--- src/rtl/axil_cmd_master_if.sv ---
// rtl/axil_cmd_master_if.sv - command/response and AXI4-Lite master signal bundle
interface axil_cmd_master_if #(
  parameter int DATA_W = 32,
  parameter int ADDR_W = 32
);
  logic                  cmd_valid;
  logic                  cmd_ready;
  logic                  cmd_write;
  logic [ADDR_W-1:0]     cmd_addr;
  logic [DATA_W-1:0]     cmd_wdata;
  logic [DATA_W/8-1:0]   cmd_wstrb;

  logic                  rsp_valid;
  logic                  rsp_ready;
  logic [DATA_W-1:0]     rsp_rdata;
  logic [1:0]            rsp_resp;
  logic                  rsp_timeout;

  logic [ADDR_W-1:0]     m_axi_awaddr;
  logic                  m_axi_awvalid;
  logic                  m_axi_awready;
  logic [2:0]            m_axi_awprot;
  logic [DATA_W-1:0]     m_axi_wdata;
  logic [DATA_W/8-1:0]   m_axi_wstrb;
  logic                  m_axi_wvalid;
  logic                  m_axi_wready;
  logic [1:0]            m_axi_bresp;
  logic                  m_axi_bvalid;
  logic                  m_axi_bready;
  logic [ADDR_W-1:0]     m_axi_araddr;
  logic                  m_axi_arvalid;
  logic                  m_axi_arready;
  logic [2:0]            m_axi_arprot;
  logic [DATA_W-1:0]     m_axi_rdata;
  logic [1:0]            m_axi_rresp;
  logic                  m_axi_rvalid;
  logic                  m_axi_rready;

  modport master (
    input  cmd_valid, cmd_write, cmd_addr, cmd_wdata, cmd_wstrb,
    output cmd_ready,
    output rsp_valid, rsp_rdata, rsp_resp, rsp_timeout,
    input  rsp_ready,
    output m_axi_awaddr, m_axi_awvalid, m_axi_awprot,
    input  m_axi_awready,
    output m_axi_wdata, m_axi_wstrb, m_axi_wvalid,
    input  m_axi_wready,
    input  m_axi_bresp, m_axi_bvalid,
    output m_axi_bready,
    output m_axi_araddr, m_axi_arvalid, m_axi_arprot,
    input  m_axi_arready,
    input  m_axi_rdata, m_axi_rresp, m_axi_rvalid,
    output m_axi_rready
  );

  modport slave (
    output cmd_valid, cmd_write, cmd_addr, cmd_wdata, cmd_wstrb,
    input  cmd_ready,
    input  rsp_valid, rsp_rdata, rsp_resp, rsp_timeout,
    output rsp_ready,
    input  m_axi_awaddr, m_axi_awvalid, m_axi_awprot,
    output m_axi_awready,
    input  m_axi_wdata, m_axi_wstrb, m_axi_wvalid,
    output m_axi_wready,
    output m_axi_bresp, m_axi_bvalid,
    input  m_axi_bready,
    input  m_axi_araddr, m_axi_arvalid, m_axi_arprot,
    output m_axi_arready,
    output m_axi_rdata, m_axi_rresp, m_axi_rvalid,
    input  m_axi_rready
  );
endinterface

--- src/rtl/axil_cmd_master.sv ---
// rtl/axil_cmd_master.sv - single-outstanding command to AXI4-Lite master with response timeout
module axil_cmd_master #(
  parameter int DATA_W  = 32,
  parameter int ADDR_W  = 32,
  parameter int TIMEOUT = 1024
) (
  input  logic                      Clk,
  input  logic                      Rst,
  axil_cmd_master_if.master         bus,
  output logic                      busy
);
  localparam int STRB_W = DATA_W / 8;
  localparam int CNT_W  = (TIMEOUT > 2) ? $clog2(TIMEOUT) : 1;
  localparam logic [CNT_W-1:0] CNT_LAST = CNT_W'(TIMEOUT - 1);

  typedef enum logic [2:0] {
    IDLE  = 3'd0,
    WADDR = 3'd1,
    WRESP = 3'd2,
    RADDR = 3'd3,
    RRESP = 3'd4,
    RSP   = 3'd5
  } state_t;

  state_t              state_q, state_d;
  logic                aw_done_q, w_done_q;
  logic                drain_b_q, drain_r_q;
  logic [CNT_W-1:0]    cnt_q;
  logic [ADDR_W-1:0]   addr_q;
  logic [DATA_W-1:0]   wdata_q;
  logic [STRB_W-1:0]   wstrb_q;
  logic [DATA_W-1:0]   rsp_rdata_q;
  logic [1:0]          rsp_resp_q;
  logic                rsp_timeout_q;

  logic cmd_ready_w, cmd_hs, aw_hs, w_hs, ar_hs, b_hs, r_hs, rsp_hs, expire;

  // Handshakes derived from registered state only, so nothing here loops through the FSM logic
  assign cmd_ready_w = (state_q == IDLE) && !drain_b_q && !drain_r_q && !Rst;
  assign cmd_hs      = bus.cmd_valid && cmd_ready_w;
  assign aw_hs       = (state_q == WADDR) && !aw_done_q && bus.m_axi_awready;
  assign w_hs        = (state_q == WADDR) && !w_done_q && bus.m_axi_wready;
  assign ar_hs       = (state_q == RADDR) && bus.m_axi_arready;
  assign b_hs        = bus.m_axi_bvalid && ((state_q == WRESP) || drain_b_q);
  assign r_hs        = bus.m_axi_rvalid && ((state_q == RRESP) || drain_r_q);
  assign rsp_hs      = (state_q == RSP) && bus.rsp_ready;
  assign expire      = (cnt_q == CNT_LAST);

  assign bus.m_axi_awaddr = addr_q;
  assign bus.m_axi_araddr = addr_q;
  assign bus.m_axi_wdata  = wdata_q;
  assign bus.m_axi_wstrb  = wstrb_q;
  assign bus.m_axi_awprot = 3'b000;
  assign bus.m_axi_arprot = 3'b000;
  assign bus.rsp_rdata    = rsp_rdata_q;
  assign bus.rsp_resp     = rsp_resp_q;
  assign bus.rsp_timeout  = rsp_timeout_q;

  // State register
  always_ff @(posedge Clk) begin
    if (Rst) state_q <= IDLE;
    else     state_q <= state_d;
  end

  // Next-state and channel valid/ready outputs; drain flags keep the late-response ready high everywhere
  always_comb begin
    state_d           = state_q;
    bus.cmd_ready     = cmd_ready_w;
    bus.m_axi_awvalid = 1'b0;
    bus.m_axi_wvalid  = 1'b0;
    bus.m_axi_arvalid = 1'b0;
    bus.m_axi_bready  = drain_b_q;
    bus.m_axi_rready  = drain_r_q;
    bus.rsp_valid     = 1'b0;
    busy              = (state_q != IDLE);
    case (state_q)
      IDLE: begin
        if (cmd_hs) state_d = bus.cmd_write ? WADDR : RADDR;
      end
      WADDR: begin
        bus.m_axi_awvalid = !aw_done_q;
        bus.m_axi_wvalid  = !w_done_q;
        if ((aw_done_q || aw_hs) && (w_done_q || w_hs)) state_d = WRESP;
      end
      WRESP: begin
        bus.m_axi_bready = 1'b1;
        if (b_hs || expire) state_d = RSP;
      end
      RADDR: begin
        bus.m_axi_arvalid = 1'b1;
        if (ar_hs) state_d = RRESP;
      end
      RRESP: begin
        bus.m_axi_rready = 1'b1;
        if (r_hs || expire) state_d = RSP;
      end
      RSP: begin
        bus.rsp_valid = 1'b1;
        if (rsp_hs) state_d = IDLE;
      end
      default: state_d = IDLE;
    endcase
  end

  // Command capture, AW/W progress, wait counter, response capture and drain bookkeeping
  always_ff @(posedge Clk) begin
    if (Rst) begin
      aw_done_q     <= 1'b0;
      w_done_q      <= 1'b0;
      drain_b_q     <= 1'b0;
      drain_r_q     <= 1'b0;
      cnt_q         <= '0;
      addr_q        <= '0;
      wdata_q       <= '0;
      wstrb_q       <= '0;
      rsp_rdata_q   <= '0;
      rsp_resp_q    <= 2'b00;
      rsp_timeout_q <= 1'b0;
    end else begin
      if (cmd_hs) begin
        addr_q    <= bus.cmd_addr;
        wdata_q   <= bus.cmd_wdata;
        wstrb_q   <= bus.cmd_wstrb;
        aw_done_q <= 1'b0;
        w_done_q  <= 1'b0;
      end else begin
        if (aw_hs) aw_done_q <= 1'b1;
        if (w_hs)  w_done_q  <= 1'b1;
      end

      // Counter runs only while waiting for a response, so it is zero on every entry
      if (((state_q == WRESP) && !b_hs) || ((state_q == RRESP) && !r_hs))
        cnt_q <= cnt_q + 1'b1;
      else
        cnt_q <= '0;

      if (state_q == WRESP) begin
        if (b_hs) begin
          rsp_rdata_q   <= '0;
          rsp_resp_q    <= bus.m_axi_bresp;
          rsp_timeout_q <= 1'b0;
        end else if (expire) begin
          rsp_rdata_q   <= '0;
          rsp_resp_q    <= 2'b10;
          rsp_timeout_q <= 1'b1;
          drain_b_q     <= 1'b1;
        end
      end else if (drain_b_q && bus.m_axi_bvalid) begin
        drain_b_q <= 1'b0;
      end

      if (state_q == RRESP) begin
        if (r_hs) begin
          rsp_rdata_q   <= bus.m_axi_rdata;
          rsp_resp_q    <= bus.m_axi_rresp;
          rsp_timeout_q <= 1'b0;
        end else if (expire) begin
          rsp_rdata_q   <= '0;
          rsp_resp_q    <= 2'b10;
          rsp_timeout_q <= 1'b1;
          drain_r_q     <= 1'b1;
        end
      end else if (drain_r_q && bus.m_axi_rvalid) begin
        drain_r_q <= 1'b0;
      end
    end
  end
endmodule

--- src/flat_wrapper.sv ---
// flat-port wrapper written by rule: the top's interface ports become plain ports
module axil_cmd_master_flat 
#(
  parameter int DATA_W  = 32,
  parameter int ADDR_W  = 32,
  parameter int TIMEOUT = 1024
)
  (Clk, Rst, busy, bus_cmd_valid, bus_cmd_write, bus_cmd_addr, bus_cmd_wdata, bus_cmd_wstrb, bus_cmd_ready, bus_rsp_valid, bus_rsp_rdata, bus_rsp_resp, bus_rsp_timeout, bus_rsp_ready, bus_m_axi_awaddr, bus_m_axi_awvalid, bus_m_axi_awprot, bus_m_axi_awready, bus_m_axi_wdata, bus_m_axi_wstrb, bus_m_axi_wvalid, bus_m_axi_wready, bus_m_axi_bresp, bus_m_axi_bvalid, bus_m_axi_bready, bus_m_axi_araddr, bus_m_axi_arvalid, bus_m_axi_arprot, bus_m_axi_arready, bus_m_axi_rdata, bus_m_axi_rresp, bus_m_axi_rvalid, bus_m_axi_rready);
  axil_cmd_master_if #(.DATA_W(DATA_W), .ADDR_W(ADDR_W)) bus_i ();
  input  logic Clk;
  input  logic Rst;
  output logic busy;
  input wire logic [$bits(bus_i.cmd_valid)-1:0] bus_cmd_valid;
  input wire logic [$bits(bus_i.cmd_write)-1:0] bus_cmd_write;
  input wire logic [$bits(bus_i.cmd_addr)-1:0] bus_cmd_addr;
  input wire logic [$bits(bus_i.cmd_wdata)-1:0] bus_cmd_wdata;
  input wire logic [$bits(bus_i.cmd_wstrb)-1:0] bus_cmd_wstrb;
  output wire logic [$bits(bus_i.cmd_ready)-1:0] bus_cmd_ready;
  output wire logic [$bits(bus_i.rsp_valid)-1:0] bus_rsp_valid;
  output wire logic [$bits(bus_i.rsp_rdata)-1:0] bus_rsp_rdata;
  output wire logic [$bits(bus_i.rsp_resp)-1:0] bus_rsp_resp;
  output wire logic [$bits(bus_i.rsp_timeout)-1:0] bus_rsp_timeout;
  input wire logic [$bits(bus_i.rsp_ready)-1:0] bus_rsp_ready;
  output wire logic [$bits(bus_i.m_axi_awaddr)-1:0] bus_m_axi_awaddr;
  output wire logic [$bits(bus_i.m_axi_awvalid)-1:0] bus_m_axi_awvalid;
  output wire logic [$bits(bus_i.m_axi_awprot)-1:0] bus_m_axi_awprot;
  input wire logic [$bits(bus_i.m_axi_awready)-1:0] bus_m_axi_awready;
  output wire logic [$bits(bus_i.m_axi_wdata)-1:0] bus_m_axi_wdata;
  output wire logic [$bits(bus_i.m_axi_wstrb)-1:0] bus_m_axi_wstrb;
  output wire logic [$bits(bus_i.m_axi_wvalid)-1:0] bus_m_axi_wvalid;
  input wire logic [$bits(bus_i.m_axi_wready)-1:0] bus_m_axi_wready;
  input wire logic [$bits(bus_i.m_axi_bresp)-1:0] bus_m_axi_bresp;
  input wire logic [$bits(bus_i.m_axi_bvalid)-1:0] bus_m_axi_bvalid;
  output wire logic [$bits(bus_i.m_axi_bready)-1:0] bus_m_axi_bready;
  output wire logic [$bits(bus_i.m_axi_araddr)-1:0] bus_m_axi_araddr;
  output wire logic [$bits(bus_i.m_axi_arvalid)-1:0] bus_m_axi_arvalid;
  output wire logic [$bits(bus_i.m_axi_arprot)-1:0] bus_m_axi_arprot;
  input wire logic [$bits(bus_i.m_axi_arready)-1:0] bus_m_axi_arready;
  input wire logic [$bits(bus_i.m_axi_rdata)-1:0] bus_m_axi_rdata;
  input wire logic [$bits(bus_i.m_axi_rresp)-1:0] bus_m_axi_rresp;
  input wire logic [$bits(bus_i.m_axi_rvalid)-1:0] bus_m_axi_rvalid;
  output wire logic [$bits(bus_i.m_axi_rready)-1:0] bus_m_axi_rready;
  assign bus_i.cmd_valid = bus_cmd_valid;
  assign bus_i.cmd_write = bus_cmd_write;
  assign bus_i.cmd_addr = bus_cmd_addr;
  assign bus_i.cmd_wdata = bus_cmd_wdata;
  assign bus_i.cmd_wstrb = bus_cmd_wstrb;
  assign bus_cmd_ready = bus_i.cmd_ready;
  assign bus_rsp_valid = bus_i.rsp_valid;
  assign bus_rsp_rdata = bus_i.rsp_rdata;
  assign bus_rsp_resp = bus_i.rsp_resp;
  assign bus_rsp_timeout = bus_i.rsp_timeout;
  assign bus_i.rsp_ready = bus_rsp_ready;
  assign bus_m_axi_awaddr = bus_i.m_axi_awaddr;
  assign bus_m_axi_awvalid = bus_i.m_axi_awvalid;
  assign bus_m_axi_awprot = bus_i.m_axi_awprot;
  assign bus_i.m_axi_awready = bus_m_axi_awready;
  assign bus_m_axi_wdata = bus_i.m_axi_wdata;
  assign bus_m_axi_wstrb = bus_i.m_axi_wstrb;
  assign bus_m_axi_wvalid = bus_i.m_axi_wvalid;
  assign bus_i.m_axi_wready = bus_m_axi_wready;
  assign bus_i.m_axi_bresp = bus_m_axi_bresp;
  assign bus_i.m_axi_bvalid = bus_m_axi_bvalid;
  assign bus_m_axi_bready = bus_i.m_axi_bready;
  assign bus_m_axi_araddr = bus_i.m_axi_araddr;
  assign bus_m_axi_arvalid = bus_i.m_axi_arvalid;
  assign bus_m_axi_arprot = bus_i.m_axi_arprot;
  assign bus_i.m_axi_arready = bus_m_axi_arready;
  assign bus_i.m_axi_rdata = bus_m_axi_rdata;
  assign bus_i.m_axi_rresp = bus_m_axi_rresp;
  assign bus_i.m_axi_rvalid = bus_m_axi_rvalid;
  assign bus_m_axi_rready = bus_i.m_axi_rready;
  axil_cmd_master #(.DATA_W(DATA_W), .ADDR_W(ADDR_W), .TIMEOUT(TIMEOUT)) u_core (.Clk(Clk), .Rst(Rst), .bus(bus_i), .busy(busy));
endmodule
--- config.mk ---
export PLATFORM = sky130hd
export DESIGN_NAME = axil_cmd_master_flat
export DESIGN_NICKNAME = d
export VERILOG_FILES = /design/src/rtl/axil_cmd_master_if.sv /design/src/rtl/axil_cmd_master.sv /design/src/flat_wrapper.sv
export SDC_FILE = /design/constraint.sdc
export NUM_CORES = 1
export LEC_CHECK = 0
export ABC_AREA = 1
export BUFFER_PORTS_ARGS = -buffer_cell sky130_fd_sc_hd__buf_2
export CAP_MARGIN = 20
export CORE_MARGIN = 5
export CORE_UTILIZATION = 45
export DETAILED_ROUTE_END_ITERATION = 8
export GPL_TIMING_DRIVEN = 0
export PLACE_DENSITY = 0.8
export SLEW_MARGIN = 20
export SYNTH_ARGS = -nofsm -noshare
export SYNTH_HDL_FRONTEND = slang
export SYNTH_SLANG_ARGS = --single-unit
--- constraint.sdc ---
create_clock -name Clk -period 1.7 [get_ports Clk]
set_input_delay 0.255 -clock Clk [delete_from_list [all_inputs] [get_ports Clk]]
set_output_delay 0.255 -clock Clk [all_outputs]
set_load 0.02 [all_outputs]
After elaboration in Yosys (flattened, before gate mapping):

Cells that the tools add are included.

* flip-flop bits (word level): 120
* output and inout bits: 149
* word-level logic and storage cells: 109
* input bits: 114

* reduce and logical (&&, ||, !) cells: 40
* multiplexer cells: 39
* bitwise logic cells: 1
* add/sub/neg operators: 1
* equality and inequality tests: 16

Operator list (count)
* 32-bit 2-to-1 mux: 6
* 1-bit 2-to-1 mux: 19
* 3-bit 2-to-1 mux: 6
* 3-bit case mux with 6 select lines: 1
* 1-bit logical AND: 17
* 2-bit 2-to-1 mux: 7
* 10-bit by 1-bit adder with 10-bit output, second input constant: 1
* 10-bit == test, second input constant: 1
* 2-bit by 1-bit inequality test with 1-bit output, second input constant: 5
* 2-bit inequality test, second input constant: 5
* 1-bit logical NOT: 7
* 1-bit logical OR: 7
* 3-bit by 2-bit == test with 1-bit output, second input constant: 2
* 3-bit == test, second input constant: 2
* 3-bit AND reduction: 2
* 6-bit AND reduction: 1
* 2-bit nonzero test: 2
* 2-bit OR reduction: 2
* 3-bit by 1-bit == test with 1-bit output, second input constant: 1
* 3-bit logical NOT: 1
* 3-bit nonzero test: 1
* 1-bit NOT: 1

Depth between registers and ports, before layout:

Gate-level depths: netlist of the first run.

* word-level depth: 8
* gate-level depth with buffers: 11

Worst setup path before layout of the first run:

OpenSTA, ideal clock, no wires.

* kind: reg2reg
* start point: register u_core.cnt_q[0]
* end point: register u_core.rsp_rdata_q[10], in the netlist u_core.bus.rsp_rdata[10]
* stages on the path, launching flop included: 10
* slack: 0.182 ns
* arrival time: 1.386 ns
* clock period less this slack: 1.518 ns
* cell sequence: dfxtp_1 > ha_1 > nand2_1 > nor2_1 > nand3b_1 > nor2_2 > nor2_4 > buf_2 > nand3_1 > a21oi_1

* cells in the longest elaborated chain, start to end: 7

RTL lines
* from (decl): line axil_cmd_master.sv:28 `logic [CNT_W-1:0] cnt_q;`
* from (signal assigned): line axil_cmd_master.sv:133 `cnt_q <= cnt_q + 1'b1;`
* 10-bit == test *: line axil_cmd_master.sv:47 `assign expire = (cnt_q == CNT_LAST);`
* 32-bit 2-to-1 mux: line axil_cmd_master.sv:142 `end else if (expire) begin`
* 32-bit 2-to-1 mux: line axil_cmd_master.sv:138 `if (b_hs) begin`
* 32-bit 2-to-1 mux: line axil_cmd_master.sv:137 `if (state_q == WRESP) begin`
* 32-bit 2-to-1 mux: line axil_cmd_master.sv:157 `end else if (expire) begin`
* 32-bit 2-to-1 mux: line axil_cmd_master.sv:153 `if (r_hs) begin`
* 32-bit 2-to-1 mux *: line axil_cmd_master.sv:152 `if (state_q == RRESP) begin`
* to (signal assigned): line axil_cmd_master.sv:154 `rsp_rdata_q <= bus.m_axi_rdata;`
* to (decl): line axil_cmd_master.sv:32 `logic [DATA_W-1:0] rsp_rdata_q;`

Mark *: on every way between the ends. The rest lies on a longest branch, timed or not.
A chain may end at the register's enable or synchronous reset.

Worst setup path after layout of the first run:

* start point: register u_core.state_q[1]
* end point: output bus_m_axi_rready

* cells in the longest elaborated chain, start to end: 2

RTL lines
* from (decl): line axil_cmd_master.sv:25 `state_t state_q, state_d;`
* from (signal assigned): line axil_cmd_master.sv:62 `else state_q <= state_d;`
* 3-bit == test: line axil_cmd_master.sv:76 `case (state_q)`
* 1-bit 2-to-1 mux: line axil_cmd_master.sv:76
* to (decl): line flat_wrapper.sv:42 `output wire logic [$bits(bus_i.m_axi_rready)-1:0] bus_m_axi_rready;`

Every way passes these cells.

==> impl_metrics.env, run 1 <==
export IMPL_cts_tree="built"
export IMPL_insertion_delay_ns=0.50
export IMPL_synth_edf_count=0
export IMPL_netlist_area_mm2=0.00490
export IMPL_max_freq_ghz=0.601
export IMPL_synth_ff_type="dfxtp_1"
export IMPL_core_area_mm2=0.0107
export IMPL_avgSynthCellArea_um2=7.63
export IMPL_p_leak_nw=3.87
export IMPL_drc=0
export IMPL_synthArstFlopShare_pct=0
export IMPL_worstSetupPathType="reg -> out"
export IMPL_grt_max_degree=17
export IMPL_skew_ns=0.0168
export IMPL_fillers=739
export IMPL_maxSlewViolCount=0
export IMPL_place_inst=1043
export IMPL_setup_viol=0
export IMPL_ant_nets=0
export IMPL_path_cells="nor2_4, nand2_4, inv_2, or2_4, buf_6"
export IMPL_status="completed"
export IMPL_crit_required_ns=1.44
export IMPL_post_drt_wl_per_cell_um=15.6
export IMPL_finalCritPeriodShare_pct=97.9
export IMPL_cap_violations=0
export IMPL_synth_seq_cells=120
export IMPL_crit_fanout=5
export IMPL_clockRootBuffer="clkbuf_8"
export IMPL_synth_top_area_share_pct=49.0
export IMPL_hold_path_class="in -> reg"
export IMPL_nNetsFinal=1127
export IMPL_worst_pin_slew_ns=0.576
export IMPL_ir_worst_vdd_mv=0.789
export IMPL_pre_cts_slack_ns=-0.150
export IMPL_synth_area_top_cells="dfxtp_1 (49%), nor2_1 (12%), o21ai_0 (7.9%)"
export IMPL_initial_core_util_pct=45.6
export IMPL_rsz0062_at_grt="true"
export IMPL_first_iter_violations=446
export IMPL_post_dp_cell_area_mm2=0.00637
export IMPL_powerDensity_mw_per_mm2=1330
export IMPL_p_total_mw=10.6
export IMPL_ios=263
export IMPL_htree_levels=4
export IMPL_synthDistinctLibCells=31
export IMPL_yosysWarningCount=0
export IMPL_drive_gt1_share_pct=39.0
export IMPL_cpPeakStageDelay_ns=0.40
export IMPL_grt_pass1_vias=5641
export IMPL_port_buffers=255
export IMPL_area_growth_pct=62.6
export IMPL_dr_total_vias=5781
export IMPL_hold_violations=0
export IMPL_worst_setup_hold_path_clk_slew_ns=0.06
export IMPL_cts_buffer_depth=2
export IMPL_p_switching_mw=3.90
export IMPL_die_area_mm2=0.0131
export IMPL_rows=38
export IMPL_ys_seq_area_share_pct=49.0
export IMPL_pwr_share_seq_pct=33.8
export IMPL_clkPwrFrac_pct=31.8
export IMPL_fin_ws_ns=0.0351
export IMPL_avgViaCountPerCell=4.96
export IMPL_maxSlewHeadroom_pct=61.6
export IMPL_final_area_mm2=0.00797
export IMPL_globalRouteOverflowTotal=0
export IMPL_die_h_um=114
export IMPL_p_int_mw=6.67
export IMPL_postSynthCellCount=643
export IMPL_numCtsBuffers=17
export IMPL_crit_slowest_cell="dfxtp_4"
export IMPL_netSwitchingFraction_pct=36.9
export IMPL_final_util_pct=74.2
export IMPL_synthTopCellsByCount="nor2_1 (158), dfxtp_1 (120), o21ai_0 (77), nand2_1 (73), a21oi_1 (42)"
export IMPL_antenna_found_initial=0
export IMPL_fp_dieW_um=114
export IMPL_grtUsageTotal_pct=26.1
export IMPL_crit_family="flip-flops"
export IMPL_cp_num_buf_inv=2
export IMPL_grt_pass1_wl_mm=27.3
export IMPL_fin_crit_ns=1.66
export IMPL_comb_power_share_pct=34.4
export IMPL_cts_sinks=120
export IMPL_cp_data_arrival_time_ns=1.41
export IMPL_firstDrtPassIters=5
export IMPL_synth_most_common_cell="nor2_1"
export IMPL_drt_wl_total_mm=18.2
export IMPL_instances_no_fill=1165
export IMPL_diodes=0
export IMPL_cp_start_kind="register"
export IMPL_dpl_hpwl_mm=11.3
export IMPL_yosysTopAreaCell="dfxtp_1"
export IMPL_place_gp_congestion=0.833
export IMPL_endpoint_kind="primary output"
-- sequential cells by signal, summed over array words and instances (netlist names) --
name and count:
u_core.bus.m_axi_araddr 32, u_core.bus.m_axi_wdata 32, u_core.bus.rsp_rdata 32, u_core.cnt_q 10
u_core.bus.m_axi_wstrb 4, u_core.state_q 3, u_core.bus.rsp_resp 2, u_core.aw_done_q 1
u_core.bus.rsp_timeout 1, u_core.drain_b_q 1, u_core.drain_r_q 1, u_core.w_done_q 1
-- per-layer routing --
| metal | track usage (%) | part of all wire [%] |
|---|---|---|
| met5 | 0 | 0 |
| met4 | 13.1 | 3.8 |
| met3 | 7.93 | 8.8 |
| met2 | 45.8 | 51 |
| met1 | 28.2 | 37 |
-- cell families (layout without fill, tap and decap cells) --
logic type	Yosys count	after routing	synth area share, %
other	1	6	0.0765
adder cells (fa/ha/maj)	1	1	0.255
AO/OA/AOI/OAI	122	122	12.6
AND/OR/NAND/NOR	293	294	25.8
flip-flops	120	120	49.0
buffers and inverters	106	482	12.3
-- final timing paths --
path / slack [ns] / end / cells after the start / start
worst min-delay path: 0.02 / u_core.bus.rsp_rdata[30]$_SDFF_PP0_ / 3 / bus_m_axi_rdata[30]
worst max register to register: 0.04 / u_core.bus.rsp_rdata[11]$_SDFF_PP0_ / 9 / u_core.cnt_q[0]$_SDFF_PP0_
worst max-delay path: 0.04 / bus_m_axi_rready / 5 / u_core.state_q[1]$_SDFFE_PP0P_
worst min register to register: 0.42 / u_core.cnt_q[0]$_SDFF_PP0_ / 1 / u_core.cnt_q[0]$_SDFF_PP0_
-- through the flow --
step,hold slack [ns],setup TNS [ns]
finish,0.0186,0
global route,-0.00158,-0.560
CTS,0.000764,-0.0219
detailed placement,0.445,-3.48
global placement,0.431,-2.24
floorplan,0.402,0
-- what timing repair did --
action                                  4_1_cts  5_1_grt
hold endpoints to repair                     77        1
setup buffers                                 7        4
hold buffers                                 77        1
pin swaps                                     4       10
gates cloned                                  0        3
resized for setup                            22       58
endpoints found under the setup margin       35       81
-- power by group through the flow --
| stage | Clock (mW) | Combinational [mW] | Sequential [mW] |
|---|---|---|---|
| floorplan | 0 | 1.72 | 3.97 |
| global placement | 0 | 3.15 | 3.54 |
| detailed placement | 0 | 3.19 | 3.55 |
| CTS | 3.42 | 3.45 | 3.54 |
| global route | 3.56 | 3.92 | 3.62 |
| finish | 3.36 | 3.64 | 3.57 |
-- final cells by class --
| cell class | instances | area, um^2 | area share, % |
|---|---|---|---|
| Sequential cell | 120 | 2420 | 30.3 |
| Tap cell | 140 | 175 | 2.20 |
| Inverter | 31 | 121 | 1.52 |
| Clock buffer | 17 | 414 | 5.19 |
| Buffer | 73 | 519 | 6.51 |
| Multi-Input combinational cell | 423 | 2000 | 25.1 |
| Clock inverter | 15 | 141 | 1.77 |
| Timing Repair Buffer | 346 | 2190 | 27.4 |
-- cell usage in the layout, fill, tap and decap left out, drive strengths merged --
cell type      n
clkinvlp       3
clkbuf        37
o211ai         1
o21ai         78
or2            3
nor3b          3
a21oi         43
nand3         41
dfxtp        120
ha             1
bufinv         1
buf          321
and3           2
nor2         164
nand4          1
clkinv         4
dlygate4sd3   78
nor3           3
nand3b         1
inv           38
conb           6
nand2         76
-- tightest hold or removal path, cell delays in order --
cell and delay (ns):
buf_2 0.10, nand2_1 0.05, a21oi_1 0.05
Note: power is estimated with default switching activity, not from simulation.
==> run 2, diff against run 1 <==
- BUFFER_PORTS_ARGS: -buffer_cell sky130_fd_sc_hd__buf_2 -> -buffer_cell sky130_fd_sc_hd__buf_4
- GPL_ROUTABILITY_DRIVEN: unset -> 0
- PLACE_DENSITY: 0.8 -> 0.78
==> impl_metrics.env, run 2 (same netlist as run 1, synthesis figures left out) <==
export IMPL_status="completed"
export IMPL_hold_path_depth=3
export IMPL_final_util_pct=78.6
export IMPL_initial_core_util_pct=45.6
export IMPL_ios=263
export IMPL_drt_wl_total_mm=17.1
export IMPL_cts_sinks=120
export IMPL_maxSlewViolCount=0
export IMPL_diodes=0
export IMPL_pre_cts_slack_ns=-0.0943
export IMPL_netSwitchingFraction_pct=35.5
export IMPL_cp_data_arrival_time_ns=1.42
export IMPL_p_total_mw=10.9
export IMPL_post_drt_wl_per_cell_um=14.8
export IMPL_r2r_setup_slack_ns=0.08
export IMPL_die_area_mm2=0.0131
export IMPL_port_buffers=255
export IMPL_p_int_mw=7.06
export IMPL_worst_setup_hold_path_clk_slew_ns=0.07
export IMPL_cap_violations=0
export IMPL_fin_ws_ns=0.0205
export IMPL_pwr_share_seq_pct=32.8
export IMPL_core_area_mm2=0.0107
export IMPL_reg2regPathDepth=8
export IMPL_numCtsBuffers=17
export IMPL_drive_gt1_share_pct=39.0
export IMPL_whs_endpoint="u_core.bus.m_axi_wdata[21]$_SDFFE_PP0P_"
export IMPL_worst_pin_slew_ns=0.558
export IMPL_hold_path_class="in -> reg"
export IMPL_grtUsageTotal_pct=25.1
export IMPL_post_dp_cell_area_mm2=0.00701
export IMPL_hold_violations=0
export IMPL_crit_fanout=5
export IMPL_avgViaCountPerCell=4.78
export IMPL_final_area_mm2=0.00845
export IMPL_grt_max_degree=17
export IMPL_insertion_delay_ns=0.51
export IMPL_clockRootBuffer="clkbuf_8"
export IMPL_clkPwrFrac_pct=31.1
export IMPL_die_h_um=114
export IMPL_globalRouteOverflowTotal=0
export IMPL_skew_ns=0.00962
export IMPL_fillers=750
export IMPL_grt_pass1_wl_mm=26.3
export IMPL_endpoint_kind="primary output"
export IMPL_antenna_found_initial=0
export IMPL_maxSlewHeadroom_pct=62.8
export IMPL_fin_crit_ns=1.68
export IMPL_worstSetupPathType="reg -> out"
export IMPL_firstDrtPassIters=4
export IMPL_reg2reg_to="u_core.bus.m_axi_araddr[29]$_SDFFE_PP0P_"
export IMPL_path_cells="nor2_4, nand2_4, inv_2, or2_4, buf_6"
export IMPL_area_growth_pct=72.3
export IMPL_rsz0062_at_grt="true"
export IMPL_final_setup_tns_ns=0
export IMPL_layout_commonest_cell="buf_4"
export IMPL_dpl_hpwl_mm=11.7
export IMPL_setup_viol=0
export IMPL_cts_tree="built"
export IMPL_max_freq_ghz=0.595
export IMPL_dr_total_vias=5498
export IMPL_rows=38
export IMPL_fp_dieW_um=114
export IMPL_first_iter_violations=298
export IMPL_crit_slowest_cell="dfxtp_4"
export IMPL_finalCritPeriodShare_pct=98.8
export IMPL_comb_power_share_pct=36.0
export IMPL_cts_buffer_depth=2
export IMPL_final_cell_mix="buf_4 (297), nor2_1 (152), dfxtp_1 (115)"
export IMPL_p_leak_nw=3.93
export IMPL_cpPeakStageDelay_ns=0.40
export IMPL_powerDensity_mw_per_mm2=1300
export IMPL_p_switching_mw=3.89
export IMPL_r2r_start="u_core.state_q[1]$_SDFFE_PP0P_"
export IMPL_htree_levels=4
export IMPL_crit_required_ns=1.44
export IMPL_hold_start="bus_cmd_wdata[21]"
export IMPL_nNetsFinal=1112
export IMPL_ant_nets=0
export IMPL_drc=0
export IMPL_ir_worst_vdd_mv=0.765
export IMPL_grt_pass1_vias=5448
export IMPL_cp_start_kind="register"
## run 2: power groups by stage
| stage | registers, mW | clock network [mW] | logic (mW) |
|---|---|---|---|
| global placement | 3.55 | 0 | 3.55 |
| CTS | 3.55 | 3.45 | 3.79 |
| finish | 3.59 | 3.41 | 3.95 |
| floorplan | 3.97 | 0 | 1.72 |
| detailed placement | 3.57 | 0 | 3.58 |
| global route | 3.64 | 3.62 | 4.26 |
## run 2: how the worst max path moves through the flow
stage | startpoint | endpoint | cells after the start
6_report | u_core.state_q[1]$_SDFFE_PP0P_ | bus_m_axi_rready | 5
5_1_grt | u_core.state_q[1]$_SDFFE_PP0P_ | bus_m_axi_bready | 4
4_1_cts | u_core.state_q[0]$_SDFFE_PP0P_ | bus_m_axi_rready | 6
3_5_place_dp | u_core.cnt_q[0]$_SDFF_PP0_ | u_core.bus.rsp_rdata[15]$_SDFF_PP0_ | 9
3_3_place_gp | u_core.cnt_q[0]$_SDFF_PP0_ | u_core.bus.rsp_rdata[28]$_SDFF_PP0_ | 9
2_1_floorplan | u_core.cnt_q[0]$_SDFF_PP0_ | u_core.bus.rsp_rdata[10]$_SDFF_PP0_ | 9
## run 2: per-stage QoR
| step | hold WS, ns | instances |
|---|---|---|
| 4_1_cts | 0.000155 | 1144 |
| 3_3_place_gp | 0.433 | 1043 |
| 6_report | 0.0203 | 1150 |
| 3_5_place_dp | 0.442 | 1043 |
| 5_1_grt | 0.00132 | 1150 |
| 2_1_floorplan | 0.402 | 648 |
## run 2: what timing repair did
item	4_1_cts	5_1_grt
setup buffers	5	6
hold buffers	65	0
pin swaps	3	9
cloned	0	1
resized for setup	14	51
setup endpoints to repair	35	57
endpoints found under the hold margin	65	0
## run 2: per-layer routing
| layer | vias up | routed length [um] | track usage [%] |
|---|---|---|---|
| met2 | 233 | 8830 | 44.4 |
| met1 | 2498 | 6240 | 27.5 |
| met3 | 30 | 1530 | 8.83 |
| met4 | 0 | 464 | 9.42 |
| met5 | - | 0 | 0 |
| li1 | 2737 | - | - |
## run 2: layout make-up
type / count / area, um^2 / area share (%)
inverter: 31 / 119 / 1.41
timing repair buffer: 332 / 2670 / 31.6
clock inverter: 14 / 139 / 1.64
clock buffer: 18 / 428 / 5.07
tap: 140 / 175 / 2.07
buffer: 73 / 510 / 6.04
sequential: 120 / 2420 / 28.6
multi-input combinational: 422 / 1990 / 23.6
## run 2: worst max-delay path, delay by kind of cell, from the launching register on
kind	cells	cell delay, ns
buf+inv	2	0.17
flops	1	0.40
simple gates	3	0.36
